==> config.mk <==
export PLATFORM = sky130hd
export DESIGN_NAME = multi_source_recovery_controller
export DESIGN_NICKNAME = d
export VERILOG_FILES = /design/src/rtl/multi_source_recovery_controller.sv
export SDC_FILE = /design/constraint.sdc
export NUM_CORES = 1
export LEC_CHECK = 0
export BUFFER_PORTS_ARGS = -buffer_cell sky130_fd_sc_hd__buf_2
export CAP_MARGIN = 25
export CORE_MARGIN = 2
export CORE_UTILIZATION = 47
export CTS_CLUSTER_SIZE = 14
export DETAILED_ROUTE_END_ITERATION = 7
export GPL_TIMING_DRIVEN = 1
export PLACE_DENSITY = 0.82
export SYNTH_ARGS = -nofsm -noshare
export SYNTH_HDL_FRONTEND = slang
export SYNTH_SLANG_ARGS = --single-unit
==> constraint.sdc <==
create_clock -name clk -period 2.2 [get_ports clk]
set_input_delay 0.55 -clock clk [delete_from_list [all_inputs] [get_ports clk]]
set_output_delay 0.55 -clock clk [all_outputs]
set_load 0.005 [all_outputs]
==> src/rtl/multi_source_recovery_controller.sv <==
// Recovery controller: picks the oldest of NUM_SRC recovery requests, runs the COMMIT/RECOVER phase FSM
// and broadcasts the flush range, refetch PC and LSQ tails. Optional perf counters: RECOVERY_PERF_COUNTER_EN.
//
// state      | meaning
// -----------+-----------------------------------------------------------
// ST_COMMIT  | normal commit phase, requests may be accepted
// ST_ENTER   | first RECOVER cycle, to_recovery_phase pulse, busy ignored
// ST_RECOVER | waiting for sub-units idle and minimum dwell time
// ST_EXIT    | back in COMMIT phase, to_commit_phase pulse, requests rejected
module multi_source_recovery_controller #(
  parameter int NUM_SRC        = 3,
  parameter int NUM_BUSY       = 4,
  parameter int AL_W           = 6,
  parameter int LQ_W           = 4,
  parameter int SQ_W           = 4,
  parameter int ADDR_W         = 32,
  parameter int MIN_REC_CYCLES = 2
) (
  input  logic                      clk,
  input  logic                      rst,
  input  logic [NUM_SRC-1:0]        src_req,
  input  logic [NUM_SRC*AL_W-1:0]   src_al_ptr,
  input  logic [NUM_SRC-1:0]        src_refetch_next,
  input  logic [NUM_SRC*ADDR_W-1:0] src_pc,
  input  logic [NUM_SRC*LQ_W-1:0]   src_lq_tail,
  input  logic [NUM_SRC*SQ_W-1:0]   src_sq_tail,
  input  logic [AL_W-1:0]           al_head_ptr,
  input  logic [AL_W-1:0]           al_tail_ptr,
  input  logic [NUM_BUSY-1:0]       busy,
  output logic                      phase,
  output logic                      to_recovery_phase,
  output logic                      to_commit_phase,
  output logic [AL_W-1:0]           flush_head_ptr,
  output logic [AL_W-1:0]           flush_tail_ptr,
  output logic [ADDR_W-1:0]         recovered_pc,
  output logic [LQ_W-1:0]           lq_recovery_tail,
  output logic [SQ_W-1:0]           sq_recovery_tail,
  output logic [NUM_SRC-1:0]        recovery_src,
  output logic                      unable_to_start_recovery
`ifdef RECOVERY_PERF_COUNTER_EN
  ,
  output logic [NUM_SRC*32-1:0]     perf_rec_count,
  output logic [31:0]               perf_rec_cycles
`endif
);

  localparam int CNT_W = $clog2(MIN_REC_CYCLES + 1);
  localparam logic [CNT_W-1:0] MIN_CNT = CNT_W'(MIN_REC_CYCLES);

  typedef enum logic [1:0] {
    ST_COMMIT  = 2'd0,
    ST_ENTER   = 2'd1,
    ST_RECOVER = 2'd2,
    ST_EXIT    = 2'd3
  } stateT;

  stateT state;
  stateT stateNext;

  logic [CNT_W-1:0]   recCnt;
  logic               accept;
  logic               exitOk;

  logic [AL_W-1:0]    srcAge;
  logic               winFound;
  logic [AL_W-1:0]    winAge;
  logic [NUM_SRC-1:0] winOneHot;
  logic [AL_W-1:0]    winPtr;
  logic               winRefetch;
  logic [ADDR_W-1:0]  winPc;
  logic [LQ_W-1:0]    winLq;
  logic [SQ_W-1:0]    winSq;

  // Age is distance from the AL head; strict '<' keeps the lowest index on ties.
  always_comb begin
    srcAge     = '0;
    winFound   = 1'b0;
    winAge     = '0;
    winOneHot  = '0;
    winPtr     = '0;
    winRefetch = 1'b0;
    winPc      = '0;
    winLq      = '0;
    winSq      = '0;
    for (int i = 0; i < NUM_SRC; i++) begin
      srcAge = src_al_ptr[i*AL_W +: AL_W] - al_head_ptr;
      if (src_req[i] && (!winFound || (srcAge < winAge))) begin
        winFound     = 1'b1;
        winAge       = srcAge;
        winOneHot    = '0;
        winOneHot[i] = 1'b1;
        winPtr       = src_al_ptr[i*AL_W +: AL_W];
        winRefetch   = src_refetch_next[i];
        winPc        = src_pc[i*ADDR_W +: ADDR_W];
        winLq        = src_lq_tail[i*LQ_W +: LQ_W];
        winSq        = src_sq_tail[i*SQ_W +: SQ_W];
      end
    end
  end

  assign accept = (state == ST_COMMIT) && (|src_req);
  assign exitOk = (state == ST_RECOVER) && (busy == '0) && (recCnt >= MIN_CNT);

  always_ff @(posedge clk or posedge rst) begin
    if (rst) begin
      state <= ST_COMMIT;
    end else begin
      state <= stateNext;
    end
  end

  always_comb begin
    stateNext = state;
    case (state)
      ST_COMMIT:  if (accept) stateNext = ST_ENTER;
      ST_ENTER:   stateNext = ST_RECOVER;
      ST_RECOVER: if (exitOk) stateNext = ST_EXIT;
      ST_EXIT:    stateNext = ST_COMMIT;
      default:    stateNext = ST_COMMIT;
    endcase
  end

  always_comb begin
    phase                    = (state == ST_ENTER) || (state == ST_RECOVER);
    to_recovery_phase        = (state == ST_ENTER);
    to_commit_phase          = (state == ST_EXIT);
    unable_to_start_recovery = (|src_req) && !accept;
  end

  // Captured recovery context holds until the next accept.
  always_ff @(posedge clk or posedge rst) begin
    if (rst) begin
      flush_head_ptr   <= '0;
      flush_tail_ptr   <= '0;
      recovered_pc     <= '0;
      lq_recovery_tail <= '0;
      sq_recovery_tail <= '0;
      recovery_src     <= '0;
      recCnt           <= '0;
    end else if (accept) begin
      flush_head_ptr   <= winPtr + AL_W'(winRefetch);
      flush_tail_ptr   <= al_tail_ptr;
      recovered_pc     <= winPc;
      lq_recovery_tail <= winLq;
      sq_recovery_tail <= winSq;
      recovery_src     <= winOneHot;
      recCnt           <= '0;
    end else if (phase && (recCnt < MIN_CNT)) begin
      recCnt <= recCnt + CNT_W'(1);
    end
  end

`ifdef RECOVERY_PERF_COUNTER_EN
  always_ff @(posedge clk or posedge rst) begin
    if (rst) begin
      perf_rec_count  <= '0;
      perf_rec_cycles <= '0;
    end else begin
      for (int i = 0; i < NUM_SRC; i++) begin
        if (accept && winOneHot[i]) begin
          perf_rec_count[i*32 +: 32] <= perf_rec_count[i*32 +: 32] + 32'd1;
        end
      end
      if (phase) begin
        perf_rec_cycles <= perf_rec_cycles + 32'd1;
      end
    end
  end
`endif

endmodule

Word level (Yosys, flattened, before mapping)
Index checks and enable logic that the tools add are counted. Widths: inputs -> output; s select.

Equal/unequal tests: 5. Reduce and logical (&&, ||, !) cells: 18. Mux-type cells: 27. $lt $le $gt $ge: 4. $add $sub $neg: 5.

Operators by type and width (count): $mux 32 (3); $mux 6 (5); $mux 4 (6); $sub 6x6->6 (3); $lt 6x6->1 (2); $mux 2 (4); $pmux 2 s4 (1); $logic_and 1x1->1 (7); $add 6x1->6 (1); $mux 1 (6); $mux 3 (2); $eq 2x2->1 const B (2); $logic_not 4->1 (1); $ne 2x2->1 const B (2); $logic_not 1->1 (3); $logic_or 1x1->1 (3); $reduce_or 3->1 (1); $add 2x1->2 const B (1); $eq 2x1->1 const B (1); $ge 2x2->1 const B (1); $logic_not 2->1 (1); $lt 2x2->1 const B (1); $reduce_and 2->1 (1); $reduce_bool 2->1 (1).

Flip-flop bits (word level): 59. Logic and storage cells: 67. Bits of input ports: 162. Output and inout bits: 59.

Depth between registers and ports, before layout
Word-level depth: 11. Gate-level depth with buffers: 36. Depth with buffers taken out: 31.

Worst setup path before layout
OpenSTA, ideal clock, no wires.

Kind: input-to-reg. Start: in al_head_ptr[1]. End: reg flush_head_ptr[4]. Cell stages on the path: 35. Slack: -3985 ps. Buffers on the path: 5. Required time: 2068 ps. Setup time: 132 ps. Data arrival time: 6053 ps. Cells stage by stage: inv_1 > ha_1 > nor2b_1 > o21ai_1 > a21boi_1 > o21a_1 > or3_1 > nand3_1 > ha_1 > a21oi_1 > o21ai_1 > a41oi_2 > clkbuf_1 > clkbuf_1 > buf_2 > nor2_1 > a21oi_1 > ha_1 > a21o_1 > a21o_1 > a21oi_1 > o211a_1 > o31a_1 > buf_6 > buf_6 > a211oi_1 > a21oi_1 > ha_1 > ha_1 > nand3_1 > xnor2_1 > a21oi_1 > a21oi_1 > mux2i_1 > o21ai_1.

Word-level cells in the longest chain between the ends: 11. Elaborated cells between the ends (all ways): 18. Classes of those cells: add/sub: 4; order compare: 2; mux: 7; reduce/logical: 5.

Ends and longest elaborated chain: from (decl) (line 27) `input logic [AL_W-1:0] al_head_ptr,`; $sub 6x6->6 (line 86) `srcAge = src_al_ptr[i*AL_W +: AL_W] - al_head_ptr;`; $mux 6 (line 87) `if (src_req[i] && (!winFound || (srcAge < winAge))) begin`; $lt 6x6->1 (line 87); $logic_or 1x1->1 (line 87); $logic_and 1x1->1 (line 87); $mux 6 / $mux 1 (equally long branches) (line 87); $lt 6x6->1 / $logic_not 1->1 (equally long branches) (line 87); $logic_or 1x1->1 (line 87); $logic_and 1x1->1 (line 87); $mux 6 / $mux 1 (equally long branches) (line 87); $add 6x1->6 (*) (line 141) `flush_head_ptr <= winPtr + AL_W'(winRefetch);`; to (signal assigned) (line 141); to (decl) (line 33) `output logic [AL_W-1:0] flush_head_ptr,`.

Mark *: on every way between the ends. The rest lies on a longest branch, timed or not. A chain may end at the register's enable or synchronous reset.

Final worst setup path
Start: in al_head_ptr[1]. End: reg flush_head_ptr[5].

Same word-level chain as after synthesis.

==> results.py <==
metrics = {
    "run_status": {
        "status": "complete, but fails checks",
        "violations": "setup timing",
    },
    "worst_setup_path": {
        "critical_path_class": "in -> reg",
        "crit_path_end_kind": "flip-flop",
        "r2r_slack_ps": 390,
        "r2r-start": "state[0]$_DFFE_PP0P_",
        "cp.required_ps": 2420,
        "crit_path_frequent_cell": "ha_4",
        "r2r_end": "flush_head_ptr[2]$_DFFE_PP0P_",
        "critPathMaxStageDelay_ps": 410,
        "crit_family": "compound AO/OA/AOI/OAI gates",
        "path_max_fanout": 5,
        "slowest_stage": "or3_4",
        "rr_worst_depth": 6,
        "start_kind": "input port",
        "crit_start": "al_head_ptr[1]",
        "crit_arrival_ps": 5330,
        "crit_buf_inv": 4,
    },
    "sta": {
        "fmax_mhz": 196,
        "timing.final.crit_period_ps": 5110,
        "setup_viol": 49,
        "timing.slew.headroom": 0.536,
        "hold_violations": 0,
        "worst_pin_slew_ps": 696,
        "post-route-period-util": 2.32,
        "finClkSkew_ps": 14.4,
        "slew_violations": 0,
        "worst_slack_ps": -2910,
        "rsz0062_at_grt": "yes",
    },
    "yosys": {
        "async_flop_share": 1.00,
        "ys_ff_latch": 59,
        "synthAdderAreaFrac": 0.103,
        "ys_seq_area_frac": 0.332,
        "yosysTopAreaCellShare": 0.332,
        "avgSynthCellArea_um2": 7.96,
        "synthCells": 559,
        "syn_nets": 756,
        "yosys.area_share.simple": 0.199,
        "yosys.area.top_type": "dfrtp_1",
        "synth-xor-area-share": 0.0453,
        "muxShareOfSynthArea": 0.0967,
        "synth_area_um2": 4450,
        "synth_edf_count": 0,
        "synth_area_leaders": "dfrtp_1 (33%), nand2_1 (14%), mux2i_1 (9.7%)",
        "synth_ff_type": "dfrtp_1",
        "synth_top_family_by_area": "simple AND/OR/NAND/NOR gates",
        "synth_cell_types": 49,
        "synth_compound_area_frac": 0.169,
        "ys_warn_count": 0,
    },
    "global_routing": {
        "grt.met3_usage": 0.0518,
        "grtUsageTotal": 0.283,
        "grt_pass1_vias": 4845,
        "grt_start_max_net_pins": 82,
        "antenna_found_initial": 0,
        "grt.overflow.total": 0,
        "grt.busiest_layer": "met2",
        "grt_pass1_wl_um": 22700,
        "met1_usage": 0.317,
        "grt_use_met2": 0.519,
    },
    "floorplan": {
        "die_w_um": 101,
        "start_util": 0.484,
        "die-area_um2": 10300,
        "pin_count": 221,
        "core_um2": 9200,
        "rows": 35,
        "die-height_um": 101,
    },
    "cts": {
        "cts_tree": "yes",
        "cts_made_buffers": 9,
        "clockBufferDepth": 2,
        "htreeDepth": 3,
        "cts_sinks": 59,
        "clk_pin_slew_ps": 80,
        "clk-insertion-delay-late_ps": 340,
        "root_buffer": "clkbuf_8",
    },
    "detailed_routing": {
        "drt-initial-drc-count": 229,
        "ant_nets": 0,
        "post-route-drc-count": 0,
        "vias": 5128,
        "avgViaCountPerCell": 5.34,
        "drtPass1Iterations": 4,
        "wl_um": 15700,
        "avgRoutedWirePerCell_um": 16.3,
    },
    "power_and_ir_drop": {
        "p_per_area_nw_per_um2": 946,
        "leakagePower_nw": 3.58,
        "peakVddDrop_uv": 636,
        "total_power_w": 0.00656,
    },
    "placement": {
        "routabilityCongestion": 0.917,
        "hpwlAfterDp_um": 11200,
        "port_buffers": 220,
        "preCtsSetupSlack_ps": -3430,
    },
    "final_layout": {
        "n_antenna_cell": 0,
        "nets": 1041,
        "fin_util": 0.754,
        "drive_above_1_share": 0.445,
        "syn2layout_area_growth_pct": 55.9,
        "final.fill_count": 683,
    },
    "worst_hold_path": {
        "min_path_type": "in -> async",
    },
    "job": {
        "cap_violations": 0,
    },
}
==> sequential cells by signal, summed over array words and instances (netlist names) <==
name and flops:
flush_head_ptr 6, flush_tail_ptr 6, lq_recovery_tail 4, recCnt 2, recovered_pc 32, recovery_src 3, sq_recovery_tail 4, state 2
==> stage by stage <==
stage	setup TNS [ps]	hold slack [ps]	cell area, µm²	instances
global placement	-139830	456	6120	926
finish	-113500	186	6940	960
global route	-123620	209	6940	960
CTS	-110650	189	6720	955
floorplan	-135050	470	4520	559
detailed placement	-147770	461	6120	926
==> routing by layer <==
layer / vias up / wire (µm)
li1: 2478 / -
met1: 2351 / 6040
met2: 248 / 7900
met3: 51 / 1170
met4: 0 / 571
met5: - / 0
==> kinds of logic after synthesis <==
logic type	after synthesis
simple gates	211
compound gates	135
flops	59
buf+inv	53
mux	43
fa+ha+maj	35
xor+xnor	23
==> synth_stat cells, types with 2 or more instances <==
cell type,n
a21o_1,7
a21oi_1,23
and3_1,3
buf_2,8
buf_6,4
clkbuf_1,21
dfrtp_1,59
fa_1,3
ha_1,32
inv_1,17
mux2i_1,43
nand2_1,163
nand3_1,10
nand4b_1,3
nor2_1,14
nor2b_1,3
nor3_1,2
o21ai_0,42
o21ai_1,49
or3_1,3
xnor2_1,14
xor2_1,9
==> cell type report <==
class                   count  area [µm²]  share of cell area
clock buffers              10         138              0.0198
clock inverters             6        63.8             0.00920
inverters                  18        71.3              0.0103
multi-input cells         448        3070               0.442
flip-flops and latches     59        1480               0.213
well taps                 111         139              0.0200
repair buffers            308        1980               0.286
==> timing repair <==
action                     in CTS  in global routing
setup buffers                   8                  4
resized for setup              37                 34
cloned                          5                  2
setup endpoints to repair      50                 50
pin swaps                      25                 29
hold buffers                    0                  0
==> cell usage in the layout, fill, tap and decap left out, types with 3 or more instances in the layout <==
master        n
buf_2       219
nand2_1     161
buf_4        74
dfrtp_1      59
o21ai_1      45
o21ai_0      41
mux2i_1      39
ha_1         26
inv_1        15
a21oi_1      14
xnor2_1      12
nor2_1       11
clkbuf_8     10
a21oi_2       8
a21o_1        7
xor2_1        7
nand3_1       6
ha_4          5
o21ai_2       4
buf_12        4
nor2_2        3
mux2i_2       3
clkinvlp_4    3
nand4b_1      3
buf_16        3
==> report_power, final <==
| group | switching (W) | leakage, nW | internal [W] | total [W] |
|---|---|---|---|---|
| Sequential | 0.000266 | 0.744 | 0.00158 | 0.00185 |
| Combinational | 0.00192 | 2.74 | 0.00178 | 0.00370 |
| Clock | 0.000461 | 0.0987 | 0.000554 | 0.00101 |
| Total | 0.00265 | 3.58 | 0.00392 | 0.00656 |
==> how the worst max path moves through the flow <==
stage | cells past startpoint | slack [ps] | to
final | 29 | -2910 | flush_head_ptr[5]$_DFFE_PP0P_
after global routing | 29 | -3180 | flush_head_ptr[5]$_DFFE_PP0P_
after CTS | 30 | -2790 | flush_head_ptr[5]$_DFFE_PP0P_
after detailed placement | 30 | -3430 | flush_head_ptr[5]$_DFFE_PP0P_
after global placement | 29 | -3240 | flush_head_ptr[5]$_DFFE_PP0P_
after floorplan | 34 | -3620 | flush_head_ptr[5]$_DFFE_PP0P_
Note: power is estimated with default switching activity, not from simulation.
